[src/rtl/dino_pkg.sv]
// ============================================================================
// Module      : dino_pkg
// Description : Shared types and geometry constants for the dino game blocks.
// Revision    : 1.0 - initial release
// ============================================================================
`default_nettype none

package dino_pkg;

  localparam int COORD_W = 8;

  // Player hitbox placement is shared with the renderer.
  localparam logic [COORD_W-1:0] DEFAULT_PLAYER_X = 8'd16;
  localparam logic [COORD_W-1:0] DEFAULT_PLAYER_W = 8'd8;

  typedef enum logic [1:0] {
    NONE      = 2'd0,
    CACTUS    = 2'd1,
    BIRD_LOW  = 2'd2,
    BIRD_HIGH = 2'd3
  } obstacle_type_e;

  typedef enum logic {
    IDLE = 1'b0,
    SCAN = 1'b1
  } scan_state_e;

endpackage

`default_nettype wire

[src/rtl/player_hit_test.sv]
// ============================================================================
// Module      : player_hit_test
// Description : Combinational hit test of one obstacle slot vs. the player box.
// Revision    : 1.0 - initial release
// ============================================================================
`default_nettype none

module player_hit_test
  import dino_pkg::*;
#(
  parameter logic [COORD_W-1:0] PLAYER_X       = DEFAULT_PLAYER_X,
  parameter logic [COORD_W-1:0] PLAYER_W       = DEFAULT_PLAYER_W,
  parameter logic [COORD_W-1:0] OBST_W         = 8'd8,
  parameter logic [COORD_W-1:0] CACTUS_H       = 8'd12,
  parameter logic [COORD_W-1:0] BIRD_LOW_CLEAR = 8'd20,
  parameter logic [COORD_W-1:0] BIRD_HIGH_MIN  = 8'd24
) (
  input  logic [COORD_W-1:0] obstacle_x,
  input  logic [1:0]         obstacle_type,
  input  logic [COORD_W-1:0] player_position,
  input  logic               ducking,
  output logic               hit
);

  logic [COORD_W:0] x_ext;
  logic             overlap;
  logic             vertical;

  always_comb begin
    // One extra bit keeps the edge sums from wrapping near the screen edge.
    x_ext   = {1'b0, obstacle_x};
    overlap = (x_ext < ({1'b0, PLAYER_X} + {1'b0, PLAYER_W})) &&
              ((x_ext + {1'b0, OBST_W}) > {1'b0, PLAYER_X});

    vertical = 1'b0;
    case (obstacle_type_e'(obstacle_type))
      CACTUS:    vertical = (player_position < CACTUS_H);
      BIRD_LOW:  vertical = !ducking && (player_position < BIRD_LOW_CLEAR);
      BIRD_HIGH: vertical = (player_position >= BIRD_HIGH_MIN);
      default:   vertical = 1'b0;
    endcase

    hit = overlap && vertical;
  end

endmodule

`default_nettype wire

[src/rtl/player_collision.sv]
// ============================================================================
// Module      : player_collision
// Description : Sequential per-slot collision scan producing a registered crash.
//               PLAYER_COLLISION_STICKY_EN makes crash sticky until
//               game_start_pulse or reset.
// Revision    : 1.0 - initial release
// ============================================================================
`default_nettype none

module player_collision
  import dino_pkg::*;
#(
  parameter int                 NUM_OBSTACLES  = 4,
  parameter logic [COORD_W-1:0] PLAYER_X       = DEFAULT_PLAYER_X,
  parameter logic [COORD_W-1:0] PLAYER_W       = DEFAULT_PLAYER_W,
  parameter logic [COORD_W-1:0] OBST_W         = 8'd8,
  parameter logic [COORD_W-1:0] CACTUS_H       = 8'd12,
  parameter logic [COORD_W-1:0] BIRD_LOW_CLEAR = 8'd20,
  parameter logic [COORD_W-1:0] BIRD_HIGH_MIN  = 8'd24
) (
  input  logic                         clk,
  input  logic                         reset,
  input  logic [1:0]                   game_tick,
  input  logic [COORD_W-1:0]           player_position,
  input  logic                         ducking,
  input  logic                         game_start_pulse,
  input  logic [8*NUM_OBSTACLES-1:0]   obstacle_x,
  input  logic [2*NUM_OBSTACLES-1:0]   obstacle_type,
  output logic                         crash,
  output logic [2:0]                   hit_index,
  output logic                         scan_busy
);

  localparam logic [2:0] LAST_IDX = 3'(NUM_OBSTACLES - 1);

  scan_state_e         state_q, state_d;
  logic [2:0]          idx_q, idx_d;
  logic                hit_acc_q, hit_acc_d;
  logic [2:0]          hit_first_q, hit_first_d;
  logic                crash_q, crash_d;
  logic [2:0]          hit_index_q, hit_index_d;

  logic [COORD_W-1:0]  sel_x;
  logic [1:0]          sel_type;
  logic                hit_now;
  logic                commit;
  logic                scan_hit;
  logic [2:0]          scan_index;

  always_comb begin
    sel_x    = '0;
    sel_type = '0;
    for (int i = 0; i < NUM_OBSTACLES; i++) begin
      if (idx_q == 3'(i)) begin
        sel_x    = obstacle_x[8*i +: 8];
        sel_type = obstacle_type[2*i +: 2];
      end
    end
  end

  player_hit_test #(
    .PLAYER_X       (PLAYER_X),
    .PLAYER_W       (PLAYER_W),
    .OBST_W         (OBST_W),
    .CACTUS_H       (CACTUS_H),
    .BIRD_LOW_CLEAR (BIRD_LOW_CLEAR),
    .BIRD_HIGH_MIN  (BIRD_HIGH_MIN)
  ) u_hit_test (
    .obstacle_x      (sel_x),
    .obstacle_type   (sel_type),
    .player_position (player_position),
    .ducking         (ducking),
    .hit             (hit_now)
  );

  always_comb begin
    state_d     = state_q;
    idx_d       = idx_q;
    hit_acc_d   = hit_acc_q;
    hit_first_d = hit_first_q;
    hit_index_d = hit_index_q;
    crash_d     = crash_q;
    commit      = 1'b0;

    scan_hit   = hit_acc_q | hit_now;
    scan_index = hit_acc_q ? hit_first_q : (hit_now ? idx_q : 3'd0);

    case (state_q)
      IDLE: begin
        if (game_tick[1]) begin
          state_d     = SCAN;
          idx_d       = 3'd0;
          hit_acc_d   = 1'b0;
          hit_first_d = 3'd0;
        end
      end
      SCAN: begin
        // A fresh tick restarts the scan and discards the partial result.
        if (game_tick[1]) begin
          idx_d       = 3'd0;
          hit_acc_d   = 1'b0;
          hit_first_d = 3'd0;
        end else begin
          if (hit_now && !hit_acc_q) begin
            hit_first_d = idx_q;
          end
          hit_acc_d = scan_hit;
          if (idx_q == LAST_IDX) begin
            commit  = 1'b1;
            state_d = IDLE;
            idx_d   = 3'd0;
          end else begin
            idx_d = idx_q + 3'd1;
          end
        end
      end
      default: state_d = IDLE;
    endcase

    if (commit) begin
      hit_index_d = scan_index;
    end

`ifdef PLAYER_COLLISION_STICKY_EN
    if (game_start_pulse) begin
      crash_d = 1'b0;
    end else if (commit && scan_hit) begin
      crash_d = 1'b1;
    end
`else
    if (commit) begin
      crash_d = scan_hit;
    end
`endif
  end

  always_ff @(posedge clk) begin
    if (reset) begin
      state_q     <= IDLE;
      idx_q       <= 3'd0;
      hit_acc_q   <= 1'b0;
      hit_first_q <= 3'd0;
      crash_q     <= 1'b0;
      hit_index_q <= 3'd0;
    end else begin
      state_q     <= state_d;
      idx_q       <= idx_d;
      hit_acc_q   <= hit_acc_d;
      hit_first_q <= hit_first_d;
      crash_q     <= crash_d;
      hit_index_q <= hit_index_d;
    end
  end

  assign crash     = crash_q;
  assign hit_index = hit_index_q;
  assign scan_busy = (state_q == SCAN);

  logic unused_inputs;
`ifdef PLAYER_COLLISION_STICKY_EN
  assign unused_inputs = game_tick[0];
`else
  assign unused_inputs = game_tick[0] ^ game_start_pulse;
`endif

endmodule

`default_nettype wire
[config.mk]
export PLATFORM = sky130hd
export DESIGN_NAME = player_collision
export DESIGN_NICKNAME = d
export VERILOG_FILES = /design/src/rtl/dino_pkg.sv /design/src/rtl/player_hit_test.sv /design/src/rtl/player_collision.sv
export SDC_FILE = /design/constraint.sdc
export NUM_CORES = 1
export LEC_CHECK = 0
export CORE_MARGIN = 4
export CORE_UTILIZATION = 38
export DETAILED_ROUTE_END_ITERATION = 6
export PLACE_DENSITY = 0.87
export SLEW_MARGIN = 20
export SYNTH_ARGS = -nofsm -noshare
export SYNTH_HDL_FRONTEND = slang
export SYNTH_SLANG_ARGS = --single-unit
[constraint.sdc]
create_clock -name clk -period 3.65 [get_ports clk]
set_input_delay 0.365 -clock clk [delete_from_list [all_inputs] [get_ports clk]]
set_output_delay 0.365 -clock clk [all_outputs]
set_load 0.01 [all_outputs]
=== Yosys cells after proc, flatten, opt, wreduce, memory -nomap -nowiden ===
Cells that the tools add are included.

* Bits in registers: 12
* Bits in latches: 0
* RAM bits: 0
* Bits in read-only memories: 0
* Input bits: 54
* Output and inout bits: 5
* Logic and storage cells: 59
* Memories kept: 0

* Add/subtract/negate cells: 2
* Multipliers: 0
* Divide/modulo/power cells: 0
* Order comparisons: 5
* Eq/ne operators: 8
* Shifts and indexed selects: 0
* Muxes and demuxes: 28
* Bitwise logic cells: 2
* Reductions and logical operators: 8

{| class="wikitable"
|+ Operators with widths
! kind !! number
|-
| $mux W8 || 4
|-
| $mux W3 || 7
|-
| $lt A8 B5 Y1 const B || 2
|-
| $pmux W3 S2 || 2
|-
| $add A8 B4 Y9 const B || 1
|-
| $gt A9 B5 Y1 const B || 1
|-
| $ge A8 B5 Y1 const B || 1
|-
| $lt A8 B4 Y1 const B || 1
|-
| $mux W1 || 8
|-
| $mux W2 || 4
|-
| $eq A3 B2 Y1 const B || 2
|-
| $eq A2 B2 Y1 const B || 2
|-
| $logic_and A1 B1 Y1 || 4
|-
| $pmux W1 S2 || 2
|-
| $add A3 B1 Y3 const B || 1
|-
| $eq A3 B1 Y1 const B || 1
|-
| $logic_not A3 Y1 || 1
|-
| $ne A3 B2 Y1 const B || 1
|-
| $pmux W1 S3 || 1
|-
| $eq A2 B1 Y1 const B || 1
|-
| $logic_not A1 Y1 || 2
|-
| $ne A2 B2 Y1 const B || 1
|-
| $reduce_and A2 Y1 || 1
|-
| $not A1 Y1 || 1
|-
| $or A1 B1 Y1 || 1
|}

=== Logic depth before layout (Yosys ltp) ===
Gate-level depths: netlist (run 1).

* Depth after elaboration: 13
* Gate-level depth with buffers: 13
* Depth with buffers taken out: 12

=== Cells and area by module ===
A second synthesis (run 1) with hierarchy kept.

* Cells, all modules: 123
* Area, all modules: 925.9 sq um

{| class="wikitable"
|+ Modules (own cells, without submodules)
! module !! times used !! cells each !! area each (sq um) !! sequential area each (sq um)
|-
| player_collision || 1 || 105 || 788.3 || 240.2
|-
| player_hit_test || 1 || 18 || 137.6 || 0.0
|}

=== Least setup slack after synthesis (run 1) ===
No wires, ideal clock.

* Path type: reg-to-reg
* Start: register idx_q[0]
* End: register hit_index_q[0] (netlist: hit_index[0])
* Setup time: 0.131 ns
* Arrival time: 2.737 ns
* Data required time: 3.519 ns
* Path slack: 0.782 ns
* Stages on the path, launching flop included: 13
* Path buffers: 1
* Period minus slack after synthesis: 2.868 ns
* Path through: dfxtp_1 inv_1 ha_1 buf_6 a21oi_1 a2111oi_0 or2_2 ha_1 nor4b_1 a21oi_1 a2111oi_0 or3_4 o22ai_1

* Longest elaborated chain between the ends: 11
* Elaborated cells between the ends (all ways): 26
* Classes of those cells: add/sub (1); order compare (2); eq/ne (6); mux (14); reduce/logical (3)

{| class="wikitable"
|+ RTL lines
! what !! RTL line !! text
|-
| from (decl) || player_collision.sv:37 || <nowiki>logic [2:0] idx_q, idx_d;</nowiki>
|-
| from (signal assigned) || player_collision.sv:147 || <nowiki>idx_q <= idx_d;</nowiki>
|-
| $logic_not A3 Y1 || player_collision.sv:54 || <nowiki>if (idx_q == 3'(i)) begin</nowiki>
|-
| $mux W8 (4 in series) || player_collision.sv:54 ||
|-
| $add A8 B4 Y9 || player_hit_test.sv:33 || <nowiki>((x_ext + {1'b0, OBST_W}) > {1'b0, PLAYER_X});</nowiki>
|-
| $gt A9 B5 Y1 || player_hit_test.sv:33 ||
|-
| $logic_and A1 B1 Y1 || player_hit_test.sv:32 || <nowiki>overlap = (x_ext < ({1'b0, PLAYER_X} + {1'b0, PLAYER_W})) &&</nowiki>
|-
| $logic_and A1 B1 Y1 || player_hit_test.sv:43 || <nowiki>hit = overlap && vertical;</nowiki>
|-
| $mux W3 (2 in series) || player_collision.sv:86 || <nowiki>scan_index = hit_acc_q ? hit_first_q : (hit_now ? idx_q : 3'd0);</nowiki>
|-
| to (signal assigned) || player_collision.sv:151 || <nowiki>hit_index_q <= hit_index_d;</nowiki>
|-
| to (decl) || player_collision.sv:41 || <nowiki>logic [2:0] hit_index_q, hit_index_d;</nowiki>
|}

Several ways; a longest one is shown, not always the timed one.
A chain may end at the register's enable or synchronous reset.

=== Final worst setup path (run 1) ===
* Start: register idx_q[1]
* End: register hit_first_q[1]

* Longest elaborated chain between the ends: 12
* Elaborated cells between the ends (all ways): 27
* Classes of those cells: add/sub (1); order compare (2); eq/ne (7); mux (12); reduce/logical (5)

{| class="wikitable"
|+ RTL lines
! what !! RTL line !! text
|-
| $logic_not A3 Y1 || player_collision.sv:54 ||
|-
| $mux W8 (4 in series) || player_collision.sv:54 ||
|-
| $add A8 B4 Y9 || player_hit_test.sv:33 ||
|-
| $gt A9 B5 Y1 || player_hit_test.sv:33 ||
|-
| $logic_and A1 B1 Y1 || player_hit_test.sv:32 ||
|-
| $logic_and A1 B1 Y1 || player_hit_test.sv:43 ||
|-
| $logic_and A1 B1 Y1 || player_collision.sv:104 || <nowiki>if (hit_now && !hit_acc_q) begin</nowiki>
|-
| $ne A3 B2 Y1 (no line) || n/a ||
|-
| $reduce_and A2 Y1 (no line) || n/a ||
|-
| to (signal assigned) || player_collision.sv:149 || <nowiki>hit_first_q <= hit_first_d;</nowiki>
|-
| to (decl) || player_collision.sv:39 || <nowiki>logic [2:0] hit_first_q, hit_first_d;</nowiki>
|}

Several ways; a longest one is shown, not always the timed one. The select of a mux whose other input is x is not followed.

==> results.rst, run 1 <==
.. list-table::
   :header-rows: 1

   * - Metric
     - Value
   * - Adder and majority cell fraction of the synthesized area
     - 0.07389
   * - Synthesized-area fraction occupied by ao, oa, aoi and oai cells
     - 0.2500
   * - Share of the synthesized netlist area taken by xor and xnor gates
     - 0.008621
   * - Number of placement rows
     - 18
   * - Die width
     - 59.71 um
   * - Reg2Reg Setup Slack
     - 0.38 ns
   * - Highest Clock Rate
     - 306.1 MHz
   * - Initial Util
     - 0.4028
   * - Signed area change from the synthesized netlist to the final layout
     - 57.51%
   * - Number of antenna-violating nets in the routed design
     - 0
   * - Maximum root-to-sink buffer count
     - 2
   * - Combinational fraction of design power
     - 0.358
   * - Number of remaining DRC errors
     - 0
   * - Critical path capture point type
     - register
   * - Combinational family with the most area after synthesis
     - simple AND/OR/NAND/NOR gates
   * - Critical Path Fanout Max
     - 17
   * - Worst setup path end
     - hit_first_q[1]
   * - Via count of the routed design
     - 1212
   * - Sequential group share of total power
     - 0.413
   * - Path depth of the worst reg2reg path
     - 12
   * - 1st-iter DRT viols
     - 36
   * - Net count reported at finish
     - 248
   * - Share of final-layout standard cells stronger than drive strength 1
     - 0.06452
   * - Slew Limit Fails
     - 0
   * - Final count of hold timing violations
     - 0
   * - Max-Slew Margin vs Limit
     - 0.5922
   * - Largest net degree at the start of global routing
     - 18
   * - Worst setup path class
     - reg -> reg
   * - Final total power
     - 0.3276 mW
   * - Worst setup margin
     - 0.3834 ns
   * - Number of diodes added for antenna fixing
     - 0
   * - Number of iterations in the first detailed-routing pass
     - 4
   * - Data arrival time of the critical path
     - 3.40 ns
   * - Area of the core region
     - 2522 um^2
   * - Cell type with the highest aggregate area in the netlist
     - sky130_fd_sc_hd__dfxtp_1
   * - Hpwl dp
     - 2644 um
   * - Standby leakage power
     - 0.5786 nW
   * - Max-cap check violation count
     - 0
   * - Cell internal power dissipation
     - 0.2474 mW
   * - Main area contributors after synthesis
     - sky130_fd_sc_hd__dfxtp_1, sky130_fd_sc_hd__ha_1, sky130_fd_sc_hd__nand2_1
   * - Net switching power
     - 0.08018 mW
   * - First-pass GRT wire length
     - 5106 um
   * - Clock skew
     - 0.004461 ns
   * - RSZ-0062 raised after global routing
     - no
   * - Total power divided by cell area
     - 204.7 nW/um^2
   * - Final total negative setup slack
     - 0 ns
   * - Clock root buffer master
     - sky130_fd_sc_hd__clkbuf_4
   * - Basic-gate share of the synthesized area counting and, or, nand and nor cells
     - 0.3498
   * - Clock insertion delay at the later pin of the skew report
     - 0.26 ns
   * - CTS Hold Bufs
     - 0
   * - Setup violations, final
     - 0
   * - Vias/cell
     - 5.611
   * - Placer congestion estimate
     - 0.8821
   * - Distinct cells, synth
     - 44
   * - Aggregate global routing overflow
     - 0
   * - Sequential fraction of the synthesis area
     - 0.2365
   * - Capture point of the worst reg-to-reg path
     - hit_first_q[1]
   * - Post-Syn Area
     - 1016 um^2
   * - Die height
     - 59.71 um
   * - Cells after Synth
     - 132
   * - Post-CTS Setup Bufs
     - 0
   * - Part of the cycle the worst path needs
     - 0.8950
   * - Sw Ratio
     - 0.2447
   * - Boundary pin count
     - 59
   * - Maximum resistive drop on vdd
     - 284.2 uV
   * - Clock Sink Count
     - 12
   * - Share of total power in the clock network
     - 0.229
   * - Post-detailed-route wirelength per cell
     - 14.72 um
   * - Total routing usage reported by global routing
     - 0.1839
   * - Tmin final
     - 3.267 ns
   * - Transition time of the tightest slew-check pin
     - 0.5963 ns
   * - Hold WC Path Type
     - reg -> reg
   * - Synthesis warning total
     - 0
   * - Startpoint of the most critical setup path
     - idx_q[1]
   * - Synthesized flop and latch total
     - 12
   * - Number of antenna violations at the first check in global routing
     - 0
   * - Area of the die
     - 3565 um^2
   * - Number of nets produced by synthesis
     - 192
   * - Multiplexer area fraction after synthesis
     - 0.02956
   * - Fill cells
     - 214
   * - Register cell area after layout
     - 240.2 um^2
   * - Total Routed Length
     - 3180 um
   * - Startpoint of the worst-slack reg-to-reg timing path
     - idx_q[1]
   * - Status
     - finished clean
   * - Multi-input logic area
     - 725.7 um^2
   * - TritonCTS clock tree
     - built
   * - Number of clock buffers inserted by TritonCTS
     - 3
   * - Vias in the first global route
     - 1175
   * - Synthesized area divided by synthesized cell count
     - 7.697 um^2
   * - Worst slack on hold paths
     - 0.4480 ns
   * - Startpoint type of the worst setup path
     - register
   * - Area share of the largest cell type after synthesis
     - 0.2365
   * - H-Tree Depth
     - 1
   * - Required time at the worst-slack endpoint
     - 3.78 ns
   * - Port-buffer cells
     - 54
   * - Dpl ws
     - 0.3033 ns
   * - Clock transition at the registers of the reported paths
     - 0.06 ns
[layout by cell type (no fill, tap or decap), types with 3 or more instances in the layout]
cell and instances:
sky130_fd_sc_hd__inv_1 4, sky130_fd_sc_hd__nor3_1 6, sky130_fd_sc_hd__clkdlybuf4s50_1 54, sky130_fd_sc_hd__nand2_1 19, sky130_fd_sc_hd__o211ai_1 3, sky130_fd_sc_hd__and3_1 3, sky130_fd_sc_hd__a21oi_1 11, sky130_fd_sc_hd__nor2b_1 4
sky130_fd_sc_hd__ha_1 5, sky130_fd_sc_hd__clkbuf_4 3, sky130_fd_sc_hd__mux2i_1 3, sky130_fd_sc_hd__nor2_1 9, sky130_fd_sc_hd__a221o_1 3, sky130_fd_sc_hd__a2111oi_0 4, sky130_fd_sc_hd__dfxtp_1 12, sky130_fd_sc_hd__nand3b_1 3
[critical path, cell delays in order (launching register included)]
cell and delay [ns]:
sky130_fd_sc_hd__dfxtp_1 0.42, sky130_fd_sc_hd__inv_1 0.11, sky130_fd_sc_hd__ha_2 0.28, sky130_fd_sc_hd__nand3b_1 0.18, sky130_fd_sc_hd__a2111oi_0 0.56, sky130_fd_sc_hd__or2_2 0.23, sky130_fd_sc_hd__ha_1 0.15, sky130_fd_sc_hd__nor4b_1 0.23
sky130_fd_sc_hd__a21oi_1 0.06, sky130_fd_sc_hd__a2111oi_0 0.50, sky130_fd_sc_hd__buf_4 0.21, sky130_fd_sc_hd__nor4_2 0.06, sky130_fd_sc_hd__mux2i_1 0.14
[final cells by class]
cell class / instances / area share
clock buffer: 3 / 0.01407
inverter: 5 / 0.01173
multi-input combinational: 110 / 0.4535
sequential: 12 / 0.1501
tap: 30 / 0.02346
timing repair buffer: 56 / 0.3471
[how the worst min path moves through the flow]
stage | from | endpoint | slack (ns) | cells after the start
5_1_grt | hit_first_q[2] | hit_first_q[2] | 0.48 | 2
6_report | hit_first_q[2] | hit_first_q[2] | 0.45 | 2
4_1_cts | hit_first_q[2] | hit_first_q[2] | 0.45 | 2
2_1_floorplan | hit_first_q[2] | hit_first_q[2] | 0.41 | 2
3_3_place_gp | hit_first_q[2] | hit_first_q[2] | 0.42 | 2
3_5_place_dp | hit_first_q[2] | hit_first_q[2] | 0.42 | 2
[logic make-up (layout without fill, tap and decap cells)]
| family | count (synthesis) | in the layout |
|---|---|---|
| simple gates | 65 | 65 |
| mux | 3 | 3 |
| fa+ha+maj | 6 | 6 |
| buf+inv | 10 | 64 |
| compound gates | 35 | 35 |
| xor+xnor | 1 | 1 |
| flops | 12 | 12 |
[what timing repair did]
action / 4_1_cts / 5_1_grt
gates resized for setup: 0 / 1
endpoints found under the setup margin: 0 / 5
hold endpoints to repair: 0 / 0
[through the flow]
step                      cells  instance area (um^2)  utilization
after detailed placement    213                  1575       0.6245
after global routing        216                  1600       0.6344
after floorplan             132                  1016            -
after global placement      213                  1575       0.6245
after CTS                   216                  1598       0.6334
final                       216                  1600       0.6344
[registers in the layout, indices dropped and copies added, names as in the netlist]
signal / cells
scan_busy: 1
hit_first_q: 3
idx_q: 3
hit_index: 3
crash: 1
hit_acc_q: 1
[routing by layer]
layer	track usage	routed length [um]	vias up
met2	0.3488	1669	35
met3	0.03888	151	4
met1	0.2168	1324	570
li1	-	-	603
met4	0.01582	34	0
met5	0	0	-
[power by group through the flow]
stage / Sequential, mW / Combinational (mW) / Clock (mW)
3_5_place_dp: 0.138 / 0.116 / 0
2_1_floorplan: 0.138 / 0.0478 / 0
3_3_place_gp: 0.138 / 0.114 / 0
4_1_cts: 0.135 / 0.117 / 0.0781
5_1_grt: 0.136 / 0.126 / 0.0854
6_report: 0.135 / 0.117 / 0.0751
[cells in the mapped netlist]
library cell / n
sky130_fd_sc_hd__a221oi_1: 1
sky130_fd_sc_hd__a21oi_1: 11
sky130_fd_sc_hd__ha_1: 6
sky130_fd_sc_hd__nor3_1: 6
sky130_fd_sc_hd__o211a_1: 1
sky130_fd_sc_hd__nand3_1: 2
sky130_fd_sc_hd__or4_1: 2
sky130_fd_sc_hd__clkbuf_1: 2
sky130_fd_sc_hd__nand2_1: 19
sky130_fd_sc_hd__nor2_2: 1
sky130_fd_sc_hd__nor4_2: 1
sky130_fd_sc_hd__dfxtp_1: 12
sky130_fd_sc_hd__nor2b_1: 4
sky130_fd_sc_hd__o211ai_1: 3
sky130_fd_sc_hd__nor3b_1: 1
sky130_fd_sc_hd__nand3b_1: 3
sky130_fd_sc_hd__a32oi_1: 1
sky130_fd_sc_hd__buf_4: 2
sky130_fd_sc_hd__nand2b_1: 2
sky130_fd_sc_hd__and3b_1: 1
sky130_fd_sc_hd__or3_4: 1
sky130_fd_sc_hd__a211o_1: 1
sky130_fd_sc_hd__buf_6: 1
sky130_fd_sc_hd__a211oi_2: 1
sky130_fd_sc_hd__nor4b_1: 2
sky130_fd_sc_hd__clkinv_1: 1
sky130_fd_sc_hd__or3_1: 2
sky130_fd_sc_hd__o22a_1: 1
sky130_fd_sc_hd__a211oi_1: 1
sky130_fd_sc_hd__and3_1: 3
sky130_fd_sc_hd__and2_1: 2
sky130_fd_sc_hd__nor2_1: 9
sky130_fd_sc_hd__or2_2: 2
sky130_fd_sc_hd__o21ai_0: 2
sky130_fd_sc_hd__o311a_1: 1
sky130_fd_sc_hd__a221o_1: 3
sky130_fd_sc_hd__a311oi_1: 1
sky130_fd_sc_hd__inv_1: 4
sky130_fd_sc_hd__a2111oi_0: 4
sky130_fd_sc_hd__or2b_1: 2
sky130_fd_sc_hd__xnor2_1: 1
sky130_fd_sc_hd__mux2i_1: 3
sky130_fd_sc_hd__o21ai_1: 1
sky130_fd_sc_hd__o22ai_1: 2
Power figures use the tool's default switching activity.
==> run 2, diff against run 1 <==
CORE_MARGIN = not set   (was 4)
CORE_UTILIZATION = 34   (was 38)
PLACE_DENSITY = 0.83   (was 0.87)
clock period = 2.9 ns   (was 3.65 ns; I/O delays follow)
==> run 2 against run 1 <==
Net effect: the run now ends with design-rule violations left; sequential cell count unchanged; maximum frequency is 17% higher; sequential share of layout area fell by 1.6 points; clock skew shrank 0.0016 ns; non-clock buffer count is 14 higher; total power is 39% higher; combinational power grew 59%; worst setup slack got worse by 0.27 ns; utilization is 1.2 points higher; critical endpoint is now crash; largest power group is now combinational logic.
==> results.rst, run 2 (same netlist as run 1, synthesis figures left out) <==
.. list-table::
   :header-rows: 1

   * - Metric
     - Value
   * - Final count of hold timing violations
     - 0 (unchanged)
   * - Highest Clock Rate
     - 358.7 MHz (+17%)
   * - Tmin final
     - 2.788 ns (-0.4785 ns)
   * - Final cell area excluding filler cells
     - 1813 um^2 (+13%)
   * - Port-buffer cells
     - 54 (unchanged)
   * - TritonCTS clock tree
     - built
   * - Slew Limit Fails
     - 0 (unchanged)
   * - Count of placed standard cells including taps
     - 228 (+7.0%)
   * - Max-cap check violation count
     - 0 (unchanged)
   * - Clock insertion delay at the later pin of the skew report
     - 0.27 ns (about the same)
   * - Hold WC Path Type
     - reg -> reg
   * - Violated checks
     - design-rule violations
   * - Data arrival time of the critical path
     - 2.98 ns (-0.42 ns)
   * - CTS Hold Bufs
     - 0 (unchanged)
   * - Post-layout utilization of the core
     - 0.6463 (+0.01187)
   * - Die width
     - 56.67 um (-5.1%)
   * - Post-detailed-route wirelength per cell
     - 14.78 um (+0.39%)
   * - Aggregate global routing overflow
     - 0 (unchanged)
   * - Number of diodes added for antenna fixing
     - 0 (unchanged)
   * - Net count reported at finish
     - 262 (+5.6%)
   * - Area of the core region
     - 2805 um^2 (+11%)
   * - Number of iterations in the first detailed-routing pass
     - 6 (+2)
   * - Most used cells in the layout excluding fill and tap cells
     - sky130_fd_sc_hd__clkdlybuf4s50_1, sky130_fd_sc_hd__nand2_1, sky130_fd_sc_hd__buf_4, sky130_fd_sc_hd__a21oi_1, sky130_fd_sc_hd__dfxtp_1
   * - Via count of the routed design
     - 1258 (+3.8%)
   * - Setup violations, final
     - 0 (unchanged)
   * - Commonest non-fill, non-tap cell in the layout
     - sky130_fd_sc_hd__clkdlybuf4s50_1
   * - Clock Sink Count
     - 12 (unchanged)
   * - Number of placement rows
     - 19 (+1)
   * - Fin cells
     - 231 (+6.9%)
   * - Die height
     - 56.67 um (-5.1%)
   * - Critical Path Fanout Max
     - 8 (-9)
   * - Max-Slew Margin vs Limit
     - 0.6133 (+0.02110)
   * - Required time at the worst-slack endpoint
     - 3.09 ns (-0.69 ns)
   * - Startpoint type of the worst setup path
     - register
   * - Dpl ws
     - -0.1499 ns (-0.4532 ns)
   * - Clock root buffer master
     - sky130_fd_sc_hd__clkbuf_4
   * - Transition time of the tightest slew-check pin
     - 0.5655 ns (-0.03085 ns)
   * - H-Tree Depth
     - 1 (unchanged)
   * - Placement-stage cell area
     - 1682 um^2 (+6.8%)
   * - Number of remaining DRC errors
     - 9 (+9)
   * - Total Routed Length
     - 3414 um (+7.4%)
   * - Vias in the first global route
     - 1252 (+6.6%)
   * - Number of antenna-violating nets in the routed design
     - 0 (unchanged)
   * - Status
     - finished, violations left
   * - Worst setup path class
     - reg -> reg
   * - Maximum resistive drop on vdd
     - 176.4 uV (-38%)
   * - Sequence of cells on the critical path
     - buf_4, ha_2, nor2b_2, and2_1, or2_2, ha_1, nor4b_2, a21oi_1, a2111oi_2, buf_4, or3_4, a211oi_2
   * - 1st-iter DRT viols
     - 62 (+72%)
   * - Crit path top cell by count
     - sky130_fd_sc_hd__buf_4
   * - Placer congestion estimate
     - 0.8326 (-5.6%)
   * - Critical path capture point type
     - register
   * - Largest incremental delay on the critical path
     - 0.36 ns (-0.20 ns)
   * - Highest-delay cell along the critical path
     - sky130_fd_sc_hd__or3_4
   * - Number of antenna violations at the first check in global routing
     - 0 (unchanged)
   * - Boundary pin count
     - 59 (unchanged)
   * - Maximum root-to-sink buffer count
     - 2 (unchanged)
   * - Standby leakage power
     - 0.6612 nW (+14%)
   * - Signed area change from the synthesized netlist to the final layout
     - 78.45%
   * - Number of clock buffers inserted by TritonCTS
     - 3 (unchanged)
   * - Part of the cycle the worst path needs
     - 0.9614 (+0.06645)
   * - Area of the die
     - 3211 um^2 (-9.9%)
   * - Post-CTS Setup Bufs
     - 0 (unchanged)
   * - Vias/cell
     - 5.446 (-2.9%)
   * - Share of final-layout standard cells stronger than drive strength 1
     - 0.1900 (+0.1255)
   * - Largest net degree at the start of global routing
     - 12 (-6)
   * - Hpwl dp
     - 2575 um (-2.6%)
   * - Initial Util
     - 0.3622 (-0.04060)
   * - Clock skew
     - 0.002870 ns (-0.001591 ns)
   * - Total routing usage reported by global routing
     - 0.2102 (+0.02625)
   * - Worst setup margin
     - 0.1119 ns (-0.2715 ns)
   * - Clock transition at the registers of the reported paths
     - 0.07 ns (about the same)
   * - First-pass GRT wire length
     - 5368 um (+5.1%)
   * - Total power divided by cell area
     - 252.0 nW/um^2 (+23%)
==> run 2: worst paths after layout <==
| path | startpoint | to | slack, ns | cells after the start |
|---|---|---|---|---|
| hold reg to reg | hit_first_q[2] | hit_first_q[2] | 0.45 | 2 |
| setup / recovery | idx_q[1] | crash | 0.11 | 12 |
| hold / removal | hit_first_q[2] | hit_first_q[2] | 0.45 | 2 |
| setup reg to reg | idx_q[1] | crash | 0.11 | 12 |
==> run 2: power by group <==
group	internal, mW	switching (mW)	leakage (nW)	total [mW]
Clock	0.0481	0.0520	0.0138	0.100
Sequential	0.167	0.00419	0.0980	0.171
Combinational	0.119	0.0663	0.549	0.186
==> run 2: stage by stage <==
stage                     hold slack, ns   TNS, ns  total power, mW
final                             0.4460         0           0.4568
after global routing              0.4697  -0.01013           0.4764
after CTS                         0.4454         0           0.4400
after detailed placement          0.4345   -0.8739           0.3307
after global placement            0.4221   -0.6845           0.3269
after floorplan                   0.3674         0           0.2339
==> run 2: timing repair <==
item                                    in CTS  in global routing
endpoints found under the setup margin       7                  7
pin swaps                                    0                  5
resized for setup                            6                 16
==> run 2: critical path: cells and delay by family, from the launching register on <==
family	cells	cell delay (ns)
buffers and inverters	2	0.28
flip-flops	1	0.33
AND/OR/NAND/NOR	5	1.22
AO/OA/AOI/OAI	3	0.41
adder cells (fa/ha/maj)	2	0.45
==> run 2: per-layer routing <==
layer	vias to the layer above	GRT usage	wire, um
li1	629	-	-
met1	582	0.2603	1410
met2	41	0.3759	1797
met3	6	0.03456	160
met4	0	0.05000	45
met5	-	0	0
==> run 2: cell type report <==
cell class,count,area [um^2]
Inverter,5,18.77
Sequential cell,12,242.7
Timing Repair Buffer,70,660.6
Tap cell,31,38.79
Multi-Input combinational cell,110,829.5
Fill cell,230,992.2
Clock buffer,3,22.52
==> run 3, diff against run 2 <==
ABC_CLOCK_PERIOD_IN_PS = 2900   (was not set)
==> results of run 3 <==
Same layout as run 2: the final DEF is identical, and so are final timing and power.
